==> src/rtl/compressor12_pkg.sv <==
// Shared constants and helpers for the Compressor12 datapath blocks.
package compressor12_pkg;

    localparam int WORD_W = 12;
    localparam int CNT_W  = 4;
    localparam int ACC_W  = WORD_W - 1;

    localparam logic [CNT_W-1:0] CNT_LAST = 4'd11;

    // Join the 11 held bits with the completing bit into a full word.
    // LSB-first streams hold bit i at acc[i], so the last bit is the MSB.
    // MSB-first streams hold word bit p at acc[p-1], so the last bit is the LSB.
    function automatic logic [WORD_W-1:0] pack_word(
        input logic [ACC_W-1:0] acc,
        input logic             last_bit,
        input logic             lsb_first
    );
        return lsb_first ? {last_bit, acc} : {acc, last_bit};
    endfunction

endpackage

==> src/rtl/collector12_outreg.sv <==
// One-entry output holding register with a valid/ready handshake.
// The producer may load whenever can_load is high; a drain and a load on
// the same edge replace the word without dropping valid.
module collector12_outreg
    import compressor12_pkg::*;
(
    input  logic              clk,
    input  logic              rst_n,
    input  logic              load,
    input  logic [WORD_W-1:0] data,
    input  logic              ready,
    output logic              valid,
    output logic [WORD_W-1:0] q,
    output logic              can_load
);

    logic              full_q, full_d;
    logic [WORD_W-1:0] q_q, q_d;

    assign can_load = !full_q || ready;
    assign valid    = full_q;
    assign q        = q_q;

    // Next state: a load wins over a drain; otherwise a drain empties the entry.
    always_comb begin
        // NOTE: every output of a combinational block gets a default first so
        // no path leaves it unassigned, which would infer a latch.
        full_d = full_q;
        q_d    = q_q;
        if (load) begin
            q_d    = data;
            full_d = 1'b1;
        end else if (ready) begin
            full_d = 1'b0;
        end
    end

    // Holding register state.
    always_ff @(posedge clk or negedge rst_n) begin
        if (!rst_n) begin
            full_q <= 1'b0;
            // NOTE: the data register is reset too, because word_out is
            // visible at the port and must read 0 straight out of reset.
            q_q    <= '0;
        end else begin
            // NOTE: sequential state uses non-blocking assignment so every
            // register samples pre-edge values regardless of statement order.
            full_q <= full_d;
            q_q    <= q_d;
        end
    end

endmodule

==> src/rtl/collector12.sv <==
// Serial-to-parallel collector: packs one accepted bit per cycle into
// 12-bit words and hands them to a consumer through a holding register.
module collector12
    import compressor12_pkg::*;
#(
    parameter bit LSB_FIRST = 1'b1
) (
    input  logic              clk,
    input  logic              rst_n,
    input  logic              bit_in,
    input  logic              bit_valid,
    output logic              bit_ready,
    input  logic              sync,
    output logic [WORD_W-1:0] word_out,
    output logic              word_valid,
    input  logic              word_ready,
    output logic [CNT_W-1:0]  fill
);

    logic [CNT_W-1:0]  cnt_q, cnt_d;
    logic [ACC_W-1:0]  acc_q, acc_d;
    logic [CNT_W-1:0]  wr_pos;
    logic [CNT_W-1:0]  acc_idx;
    logic              at_last;
    logic              accept;
    logic              complete;
    logic              can_load;
    logic [WORD_W-1:0] new_word;

    assign at_last  = (cnt_q == CNT_LAST);
    // Only the completing bit needs room in the holding register, so the
    // stall applies at cnt == 11 alone and word_ready is the only
    // combinational path to bit_ready.
    assign bit_ready = !(at_last && !can_load);
    assign accept    = bit_valid && bit_ready;
    // A sync on the completing bit restarts the word instead of finishing it.
    assign complete  = accept && at_last && !sync;
    assign new_word  = pack_word(acc_q, bit_in, LSB_FIRST);
    assign fill      = cnt_q;

    // Next state of the partial word: sync restarts it, accepted bits fill it.
    always_comb begin
        cnt_d   = cnt_q;
        acc_d   = acc_q;
        // After a sync the incoming bit is the first bit of a fresh word.
        wr_pos  = sync ? '0 : cnt_q;
        acc_idx = LSB_FIRST ? wr_pos : CNT_W'(ACC_W - 1) - wr_pos;
        if (sync) begin
            cnt_d = '0;
            acc_d = '0;
        end
        if (accept) begin
            if (complete) begin
                cnt_d = '0;
                acc_d = '0;
            end else begin
                // Unwritten positions are always zero, so OR-ing places the bit.
                acc_d = acc_d | (ACC_W'(bit_in) << acc_idx);
                cnt_d = wr_pos + CNT_W'(1);
            end
        end
    end

    // Partial-word counter and accumulator.
    always_ff @(posedge clk or negedge rst_n) begin
        if (!rst_n) begin
            cnt_q <= '0;
            acc_q <= '0;
        end else begin
            cnt_q <= cnt_d;
            acc_q <= acc_d;
        end
    end

    collector12_outreg u_outreg (
        .clk      (clk),
        .rst_n    (rst_n),
        .load     (complete),
        .data     (new_word),
        .ready    (word_ready),
        .valid    (word_valid),
        .q        (word_out),
        .can_load (can_load)
    );

endmodule

==> config.mk <==
export PLATFORM = sky130hd
export DESIGN_NAME = collector12
export DESIGN_NICKNAME = d
export VERILOG_FILES = /design/src/rtl/compressor12_pkg.sv /design/src/rtl/collector12_outreg.sv /design/src/rtl/collector12.sv
export SDC_FILE = /design/constraint.sdc
export NUM_CORES = 1
export LEC_CHECK = 0
export CAP_MARGIN = 5
export CORE_MARGIN = 2
export CORE_UTILIZATION = 45
export DETAILED_ROUTE_END_ITERATION = 16
export GPL_ROUTABILITY_DRIVEN = 0
export PLACE_DENSITY = 0.7
export SYNTH_ARGS = -nofsm -noshare
export SYNTH_HDL_FRONTEND = slang
export SYNTH_HIERARCHICAL = 1
export SYNTH_SLANG_ARGS = --single-unit
==> constraint.sdc <==
create_clock -name clk -period 2 [get_ports clk]
set_input_delay 0.6 -clock clk [delete_from_list [all_inputs] [get_ports clk]]
set_output_delay 0.6 -clock clk [all_outputs]
set_load 0.01 [all_outputs]
==> run_results.csv <==
group,metric,value,unit
min_path,worstHoldPathCells,1,
die,dieArea,3470,µm²
synth,synth-simple-area-share,13.6,%
worst_setup_path,cpPeakStageDelay,0.55,ns
synth,yosys.area.top_type,"dfrtp_1",
die,start_util,48.3,%
timing,drv_slew,0,
worst_setup_path,critPathBufInv,1,
worst_setup_path,required,1.40,ns
synth,syn_area,1360,µm²
clocking,cts_sinks,28,
global_route,grt-ovfl-total,0,
power,p_sw,0.249,mW
worst_setup_path,worstSetupStartpointType,"flop",
timing,fmax,0.524,GHz
synth,synth_mux_area_share,13.2,%
worst_setup_path,worstPathCellList,"clkdlybuf4s50_1",
drt,drt_iter0_markers,27,
worst_setup_path,path_depth,1,
timing,period_needed,1.91,ns
global_route,grt_pass1_wl,4.88,mm
power,p_leak,0.817,nW
clocking,post_cts_buffers,0,
finish,fin_nets,151,
place,hpwlAfterDp,2.13,mm
worst_setup_path,r2r_start,"fill[2]",
worst_setup_path,cp.arrival,1.31,ns
clocking,clockBufferDepth,2,
worst_setup_path,cpMaxStageDelayCell,"clkdlybuf4s50_1",
die,coreArea,2810,µm²
die,die_y,58.9,µm
min_path,hp-class,"reg -> reg",
drt,route.vias.total,1014,
synth,synth_compound_area_share,15.5,%
power,switching_share,22.8,%
worst_setup_path,worstSetupEndpointType,"output port",
die,die_x,58.9,µm
synth,synth.top_cells.by_count,"28 x dfrtp_1, 9 x mux2_4, 6 x a21oi_1, 6 x nand2b_1",
timing,setup_viol,0,
synth,yosys_warnings,6,
synth,async_flop_share,100,%
synth,ys_ff_latch,28,
clocking,cts_tree,"yes",
clocking,worstSkewPairLatency,0.34,ns
worst_setup_path,cp_max_fo,2,
place,dpl-instance-area,1710,µm²
worst_setup_path,reg2reg_slack,0.32,ns
synth,syn_avg_cell_area,12.7,µm²
global_route,grt_max_degree,29,
drt,drc,2,
worst_setup_path,reg2regPathDepth,5,
synth,ys_seq_area_share,51.7,%
clocking,cts_made_buffers,3,
min_path,min_from,"acc_q[8]",
timing,worst_pin_slew,0.377,ns
drt,wl_per_cell,16.6,µm
finish,nFillCells,217,
power,p_comb_share,12.4,%
synth,syn_nets,113,
power,power,1.09,mW
finish,syn_to_final_growth,30.1,%
finish,antenna_cells,0,
timing,rsz0062_at_grt,"false",
worst_setup_path,path_delay_family,"buffers and inverters",
worst_setup_path,timing.rr.end,"u_outreg/q[3]",
synth,synth.most_common_cell,"dfrtp_1",
power,power_density,619,nW/µm²
drt,vias_per_cell,5.79,
power,intPower,0.843,mW
power,seqPwrFrac,53.6,%
timing,finalHoldViolCount,0,
global_route,antenna_found_initial,0,
clocking,clock-root-buffer,"clkbuf_4",
synth,synth_top_family_by_area,"compound AO/OA/AOI/OAI gates",
finish,drive_gt1_share,28.5,%
synth,synth_top_cells_by_area,"dfrtp_1 52%, mux2_4 10%, buf_6 3.3%, nand2b_1 2.8%, mux2_2 2.5%",
timing,slew_headroom,74.8,%
min_path,hold_path_end,"acc_q[8]",
timing,skew,0.00811,ns
status,status,"finished with violations",
clocking,htreeDepth,1,
die,ioPinCount,24,
global_route,first_global_vias,1039,
status,violations,"design-rule violations",
drt,wl,2.91,mm
power,ir_drop,0.337,mV
synth,synth_xor_area_share,0.646,%
drt,ant_nets,0,
synth,ys.flop_type,"dfrtp_1",
worst_setup_path,critical_path_class,"reg -> out",
drt,first_pass_iters,10,
synth,ys_types,36,
synth,synth_edf_count,0,
global_route,track_usage,18.7,%
job,cap_violations,0,
die,rows,19,
synth,netlist_instances,107,
synth,synth_adder_area_share,0,%
finish,final_area,1760,µm²
power,clkPwrFrac,34.0,%
clocking,clkTransAtPathRegs,0.15,ns
synth,synth_top_area_share,51.7,%
place,portBuffers,23,
timing,fin_crit_sh,95.3,%
[how the worst max path moves through the flow]
stage,startpoint,end
detailed placement,word_ready,bit_ready
finish,u_outreg/valid,word_valid
global placement,word_ready,bit_ready
global route,u_outreg/valid,word_valid
CTS,u_outreg/valid,word_valid
floorplan,sync,u_outreg/q[0]
[cell type report]
cell class | count | area (µm²) | share of cell area [%]
clock inverter | 1 | 30.0 | 1.70
timing repair buffer | 40 | 359 | 20.4
clock buffer | 3 | 22.5 | 1.28
inverter | 4 | 15.0 | 0.851
tap | 31 | 38.8 | 2.20
multi-input combinational | 68 | 598 | 33.9
sequential | 28 | 701 | 39.7
[power by group through the flow]
| stage | clock [mW] | combinational (mW) | sequential, mW |
|---|---|---|---|
| 4_1_cts | 0.377 | 0.135 | 0.585 |
| 3_5_place_dp | 0 | 0.138 | 0.596 |
| 2_1_floorplan | 0 | 0.0652 | 0.601 |
| 6_report | 0.372 | 0.135 | 0.585 |
| 5_1_grt | 0.400 | 0.147 | 0.587 |
| 3_3_place_gp | 0 | 0.134 | 0.595 |
[per-stage QoR]
| stage | util [%] | hold WS [ns] | TNS [ns] | worst slack, ns | cells |
|---|---|---|---|---|---|
| 2_1_floorplan | - | 0.304 | 0 | 0.0292 | 107 |
| 3_3_place_gp | 60.9 | 0.477 | -3.15 | -0.475 | 171 |
| 3_5_place_dp | 60.9 | 0.479 | -3.11 | -0.484 | 171 |
| 4_1_cts | 62.9 | 0.513 | 0 | 0.0782 | 175 |
| 5_1_grt | 62.9 | 0.534 | 0 | 0.0353 | 175 |
| 6_report | 62.9 | 0.514 | 0 | 0.0931 | 175 |
[kinds of logic (layout without fill, tap and decap cells)]
kind of cell,count (synthesis),after routing
muxes,13,13
buffers and inverters,11,48
and+or+nand+nor,30,30
AOI/OAI and AO/OA,24,24
xor gates and xnor gates,1,1
DFF,28,28
[flip-flops by register name, indices dropped and copies added, names as in the netlist]
register,cells
fill,4
u_outreg/q,12
u_outreg/valid,1
acc_q,11
[layer usage]
metal / GRT usage [%] / part of all wire, % / vias up
li1: - / - / 468
met1: 23.0 / 44 / 502
met2: 32.5 / 49 / 35
met3: 3.08 / 5.3 / 9
met4: 7.14 / 2.1 / 0
met5: 0 / 0 / -
[placed cells by master (no fill, tap or decap), types with 3 or more instances in the layout]
cell             Yosys  layout
a21oi_1              6       6
a41oi_1              3       3
buf_4                0      16
clkbuf_4             0       3
clkdlybuf4s50_1      0      17
dfrtp_1             28      28
dlygate4sd2_1        0       5
inv_1                4       4
mux2_2               3       3
mux2_4               9       9
nand2_1              3       3
nand2b_1             6       5
nand4_1              3       3
nor2_1               4       4
[timing repair]
item / CTS / global route
endpoints found under the setup margin: 5 / 0
hold buffers: 0 / 0
resized for setup: 12 / 0
Power figures use the tool's default switching activity.
